File: src/rtl/cycle_sequencer_pkg.sv
// cycle_sequencer_pkg
// Shared definitions for the machine-cycle sequencer: phase indices,
// sequencer state encoding and small decode helpers used by the top level.
package cycle_sequencer_pkg;

  // Sequencer control state
  typedef enum logic {
    HALTED = 1'b0,
    RUN    = 1'b1
  } state_e;

  // Phase indices within one machine cycle
  localparam logic [2:0] PH_A1 = 3'd0;
  localparam logic [2:0] PH_A2 = 3'd1;
  localparam logic [2:0] PH_A3 = 3'd2;
  localparam logic [2:0] PH_M1 = 3'd3;
  localparam logic [2:0] PH_M2 = 3'd4;
  localparam logic [2:0] PH_X1 = 3'd5;
  localparam logic [2:0] PH_X2 = 3'd6;
  localparam logic [2:0] PH_X3 = 3'd7;

  localparam int PHASES_PER_CYCLE = 8;

  // One-hot decode of a phase index (bit 0 = A1 ... bit 7 = X3)
  function automatic logic [7:0] phase_onehot(input logic [2:0] ph);
    return 8'b0000_0001 << ph;
  endfunction

  // ROM nibble capture strobes: bit 1 in M1 (high nibble), bit 0 in M2 (low nibble)
  function automatic logic [1:0] rom_latch_decode(input logic [2:0] ph);
    logic [1:0] strobe;
    case (ph)
      PH_M1:   strobe = 2'b10;
      PH_M2:   strobe = 2'b01;
      default: strobe = 2'b00;
    endcase
    return strobe;
  endfunction

endpackage

File: src/rtl/cycle_sequencer_counter.sv
// cycle_counter
// Free-running wrap-around counter of completed machine cycles.
// Only instantiated when CYCLE_SEQUENCER_COUNT_EN is defined.
// Ports:
//   clock  - system clock (rising edge)
//   reset  - synchronous, active-high; clears the count
//   inc    - one-clock pulse per completed machine cycle
//   count  - completed cycle count, wraps from all-ones to zero
module cycle_counter #(
  parameter int COUNT_W = 32
) (
  input  logic               clock,
  input  logic               reset,
  input  logic               inc,
  output logic [COUNT_W-1:0] count
);

  logic [COUNT_W-1:0] count_r;

  // Count register; natural binary wrap on overflow
  always_ff @(posedge clock) begin
    if (reset) begin
      count_r <= '0;
    end else if (inc) begin
      count_r <= count_r + {{(COUNT_W-1){1'b0}}, 1'b1};
    end else begin
      count_r <= count_r;
    end
  end

  assign count = count_r;

endmodule

File: src/rtl/cycle_sequencer.sv
// cycle_sequencer
// Produces the eight-phase machine cycle (A1 A2 A3 M1 M2 X1 X2 X3) for the
// 4-bit CPU core and owns its run / halt / single-step control. Halts only
// take effect at the end of X3 so an instruction is never frozen midway.
// All outputs are registered; no input reaches an output combinationally.
//
// Configuration: define CYCLE_SEQUENCER_COUNT_EN to build the completed-cycle
// counter; when undefined no counter flops exist and cycle_count is 0.
//
// Ports:
//   clock       - system clock (rising edge)
//   reset       - synchronous, active-high
//   halt_req    - level; requests a halt at the next cycle boundary
//   step_req    - level; each rising edge while halted runs one machine cycle
//   phase       - one-hot current phase, all-zero while halted
//   sync        - high during X3
//   rom_latch   - [1] capture high opcode nibble (M1), [0] low nibble (M2)
//   running     - phases are advancing
//   halted      - parked in HALTED
//   cycle_count - completed machine cycles (COUNT_W bits, wraps)
module cycle_sequencer
  import cycle_sequencer_pkg::*;
#(
  parameter int COUNT_W = 32
) (
  input  logic               clock,
  input  logic               reset,
  input  logic               halt_req,
  input  logic               step_req,
  output logic [7:0]         phase,
  output logic               sync,
  output logic [1:0]         rom_latch,
  output logic               running,
  output logic               halted,
  output logic [COUNT_W-1:0] cycle_count
);

  state_e     state_r;
  logic [2:0] ph_r;
  logic       step_active_r;
  logic       step_hist_r;

  state_e     state_next_s;
  logic [2:0] ph_next_s;
  logic       step_active_next_s;
  logic       step_edge_s;

  logic [7:0] phase_r;
  logic       sync_r;
  logic [1:0] rom_latch_r;
  logic       running_r;
  logic       halted_r;

  // Next-state decode for run/halt/step sequencing
  always_comb begin
    state_next_s       = state_r;
    ph_next_s          = ph_r;
    step_active_next_s = step_active_r;
    // History resets to 1 so a step_req held through reset is not an edge
    step_edge_s        = step_req & ~step_hist_r;

    case (state_r)
      HALTED: begin
        // A released halt wins over a simultaneous step edge
        if (!halt_req) begin
          state_next_s       = RUN;
          ph_next_s          = PH_A1;
          step_active_next_s = 1'b0;
        end else if (step_edge_s) begin
          state_next_s       = RUN;
          ph_next_s          = PH_A1;
          step_active_next_s = 1'b1;
        end else begin
          state_next_s       = HALTED;
          ph_next_s          = PH_A1;
          step_active_next_s = 1'b0;
        end
      end
      RUN: begin
        if (ph_r != PH_X3) begin
          ph_next_s = ph_r + 3'd1;
        end else begin
          // Cycle boundary: the only point in RUN where halt_req is honoured
          ph_next_s          = PH_A1;
          step_active_next_s = 1'b0;
          if (halt_req || step_active_r) begin
            state_next_s = HALTED;
          end else begin
            state_next_s = RUN;
          end
        end
      end
      default: begin
        state_next_s       = HALTED;
        ph_next_s          = PH_A1;
        step_active_next_s = 1'b0;
      end
    endcase
  end

  // Sequencer state and Moore outputs, decoded from the next state so they
  // line up with the state they describe
  always_ff @(posedge clock) begin
    if (reset) begin
      state_r       <= HALTED;
      ph_r          <= PH_A1;
      step_active_r <= 1'b0;
      step_hist_r   <= 1'b1;
      phase_r       <= 8'h00;
      sync_r        <= 1'b0;
      rom_latch_r   <= 2'b00;
      running_r     <= 1'b0;
      halted_r      <= 1'b1;
    end else begin
      state_r       <= state_next_s;
      ph_r          <= ph_next_s;
      step_active_r <= step_active_next_s;
      step_hist_r   <= step_req;
      if (state_next_s == RUN) begin
        phase_r     <= phase_onehot(ph_next_s);
        sync_r      <= (ph_next_s == PH_X3);
        rom_latch_r <= rom_latch_decode(ph_next_s);
        running_r   <= 1'b1;
        halted_r    <= 1'b0;
      end else begin
        phase_r     <= 8'h00;
        sync_r      <= 1'b0;
        rom_latch_r <= 2'b00;
        running_r   <= 1'b0;
        halted_r    <= 1'b1;
      end
    end
  end

  assign phase     = phase_r;
  assign sync      = sync_r;
  assign rom_latch = rom_latch_r;
  assign running   = running_r;
  assign halted    = halted_r;

`ifdef CYCLE_SEQUENCER_COUNT_EN
  logic cycle_done_s;

  // A cycle is complete on the edge that leaves X3 while running
  assign cycle_done_s = (state_r == RUN) && (ph_r == PH_X3);

  cycle_counter #(
    .COUNT_W (COUNT_W)
  ) u_cycle_counter (
    .clock (clock),
    .reset (reset),
    .inc   (cycle_done_s),
    .count (cycle_count)
  );
`else
  assign cycle_count = '0;
`endif

endmodule

File: config.mk
export PLATFORM = sky130hd
export DESIGN_NAME = cycle_sequencer
export DESIGN_NICKNAME = d
export VERILOG_FILES = /design/src/rtl/cycle_sequencer_pkg.sv /design/src/rtl/cycle_sequencer_counter.sv /design/src/rtl/cycle_sequencer.sv
export SDC_FILE = /design/constraint.sdc
export NUM_CORES = 1
export LEC_CHECK = 0
export ABC_AREA = 1
export BUFFER_PORTS_ARGS = -buffer_cell sky130_fd_sc_hd__clkbuf_2
export CORE_MARGIN = 2
export CORE_UTILIZATION = 42
export DETAILED_ROUTE_END_ITERATION = 6
export GPL_ROUTABILITY_DRIVEN = 1
export PLACE_DENSITY = 0.85
export SETUP_SLACK_MARGIN = 0.1
export SYNTH_ARGS = -nofsm -noshare
export SYNTH_HDL_FRONTEND = slang
export SYNTH_HIERARCHICAL = 1
export SYNTH_SLANG_ARGS = --single-unit
File: constraint.sdc
create_clock -name clock -period 1.63 [get_ports clock]
set_clock_uncertainty 0.2 [all_clocks]
set_input_delay 0.326 -clock clock [delete_from_list [all_inputs] [get_ports clock]]
set_output_delay 0.326 -clock clock [all_outputs]
set_load 0.005 [all_outputs]
==> impl_metrics.env <==
export IMPL_layout_min_cycle_time_ns=1.49
export IMPL_drv_cap=0
export IMPL_die_area_mm2=0.00234
export IMPL_holdWs_ns=0.0276
export IMPL_hold_path_class="in -> reg"
export IMPL_fin_util_pct=46.9
export IMPL_start_kind="flop"
export IMPL_fin_setup_tns_ns=0
export IMPL_dp_cells=138
export IMPL_setup_viol=0
export IMPL_cts_tree="done"
export IMPL_end_kind="flop"
export IMPL_num_rows=16
export IMPL_crit_start="ph_r[0]"
export IMPL_ir_drop_v=0.000399
export IMPL_antenna_found_initial=0
export IMPL_finalNetCount=123
export IMPL_antenna_cells=0
export IMPL_final_cells=143
export IMPL_yosys_register_bits=18
export IMPL_finalCritPeriodShare_pct=91.2
export IMPL_gr_usage_all_layers_pct=11.9
export IMPL_drt_iter0_drc=8
export IMPL_h_tree_depth=1
export IMPL_via_count=551
export IMPL_p_leak_nw=0.473
export IMPL_ios=49
export IMPL_initial_utilization_pct=43.4
export IMPL_crit_type="reg -> reg"
export IMPL_clockBufferDepth=2
export IMPL_die_width_um=48.3
export IMPL_ys_warn_count=6
export IMPL_netlist_instances=96
export IMPL_numClockSinks=18
export IMPL_tritoncts_num_buffers=3
export IMPL_grt_ovfl_total=0
export IMPL_die_h_um=48.3
export IMPL_fillers=181
export IMPL_portBuffers=16
export IMPL_ys_types=15
export IMPL_grt_max_degree=11
export IMPL_synth_area_um2=826
export IMPL_clk_insertion_delay_late_ns=0.29
export IMPL_cp_max_fo=3
export IMPL_worstReg2RegStart="ph_r[0]"
export IMPL_hold_violations=0
export IMPL_fmax_mhz=673
export IMPL_drc=0
export IMPL_drive_gt1_share_pct=29.3
export IMPL_hold_start="step_req"
export IMPL_drv_slew=0
export IMPL_power_density_mw_per_mm2=902
export IMPL_outcome="finished clean"
export IMPL_syn_area_per_cell_um2=8.60
export IMPL_dp_hpwl_um=956
export IMPL_clk_pin_slew_ns=0.09
export IMPL_ys_seq_area_share_pct=43.6
export IMPL_totalWireLength_um=1250
export IMPL_ant_nets=0
export IMPL_first_global_vias=502
export IMPL_critical_path_arrival_ns=1.48
export IMPL_worstPathRequired_ns=1.62
export IMPL_vias_per_cell=3.85
export IMPL_syn_to_final_growth_pct=8.03
export IMPL_holdBufCountCts=0
export IMPL_drtPass1Iterations=4
export IMPL_rsz0062_at_grt="true"
export IMPL_avgRoutedWirePerCell_um=8.72
export IMPL_coreArea_mm2=0.00190
export IMPL_cts_root_buffer="clkbuf_4"
export IMPL_place_congestion=0.773
export IMPL_grt_pass1_wl_um=2090
-- area by class of cell --
| class | instances | area (um^2) | area share (%) |
|---|---|---|---|
| Tap cell | 27 | 33.8 | 3.79 |
| Multi-Input combinational cell | 68 | 338 | 37.9 |
| Inverter | 9 | 33.8 | 3.79 |
| Sequential cell | 18 | 363 | 40.7 |
| Clock buffer | 4 | 36.3 | 4.07 |
| Timing Repair Buffer | 17 | 87.6 | 9.82 |
-- worst max-delay path, cell delays in order, from the launching register on --
cell and delay, ns:
dfxtp_2 0.34, ha_4 0.16, ha_4 0.17, nor3_4 0.26
inv_2 0.09, nand2_1 0.10, nor2_1 0.05
-- kinds of logic (layout without fill, tap and decap cells) --
kind of cell / Yosys count / after routing / share of synthesized area [%]
other cells: 1 / 32 / 0.454
compound gates: 1 / 1 / 0.605
simple gates: 33 / 33 / 19.1
fa+ha+maj: 2 / 2 / 3.03
buf+inv: 41 / 30 / 33.2
flops: 18 / 18 / 43.6
-- registers in the layout, indices dropped and copies added, names as in the netlist --
signal         cells
phase              8
state_r            1
rom_latch          2
ph_r               3
step_active_r      1
sync               1
halted             1
step_hist_r        1
-- what timing repair did --
item	CTS	global route
gates cloned	0	0
buffers inserted	1	0
gates resized for setup	4	6
setup endpoints to repair	11	10
pin swaps	1	3
-- power breakdown --
part	internal, mW	leakage, nW	switching [mW]
Sequential	0.453	0.148	0.00797
Combinational	0.0246	0.305	0.0533
Clock	0.136	0.0210	0.130
Total	0.614	0.473	0.191
-- final timing paths --
kind                                      end  slack (ns)  cells past startpoint
worst max-delay path             rom_latch[0]        0.14                      6
worst min-delay path              step_hist_r        0.03                      2
worst max register to register   rom_latch[0]        0.14                      6
worst min register to register  step_active_r        0.28                      2
-- per-layer routing --
| layer | GRT usage [%] | routed length [um] | up-vias | share of wire (%) |
|---|---|---|---|---|
| met4 | 7.14 | 32 | 0 | 2.6 |
| li1 | - | - | 266 | - |
| met1 | 10.4 | 379 | 250 | 30 |
| met3 | 4.01 | 113 | 5 | 9.1 |
| met5 | 0 | 0 | - | 0 |
| met2 | 23.1 | 721 | 30 | 58 |
-- cells in the mapped netlist, drive strengths merged --
| master | instances | area (um^2) |
|---|---|---|
| nand2 | 10 | 40.0 |
| inv | 9 | 33.8 |
| ha | 2 | 25.0 |
| nor2 | 15 | 56.3 |
| nor3 | 1 | 16.3 |
| a21oi | 1 | 5.00 |
| nand4 | 2 | 18.8 |
| nand3 | 4 | 20.0 |
| buf | 32 | 240 |
| dfxtp | 18 | 360 |
| conb | 1 | 3.75 |
| or2 | 1 | 6.26 |
-- per-stage QoR --
step	area (um^2)	setup slack, ns	power, mW
floorplan	942	0.153	0.572
global placement	816	0.0865	0.535
detailed placement	816	0.0191	0.539
CTS	876	0.116	0.807
global route	892	0.0704	0.847
finish	892	0.144	0.805
-- layout by cell type, fill, tap and decap left out --
master and n:
a21oi_1 1, buf_4 1, clkbuf_2 16, clkbuf_4 3, clkbuf_8 1, conb_1 32
dfxtp_1 16, dfxtp_2 2, ha_4 2, inv_1 6, inv_2 3, nand2_1 7
nand2_2 3, nand3_1 4, nand4_1 1, nand4_2 1, nor2_1 15, nor3_4 1
or2_2 1
Power figures use the tool's default switching activity.
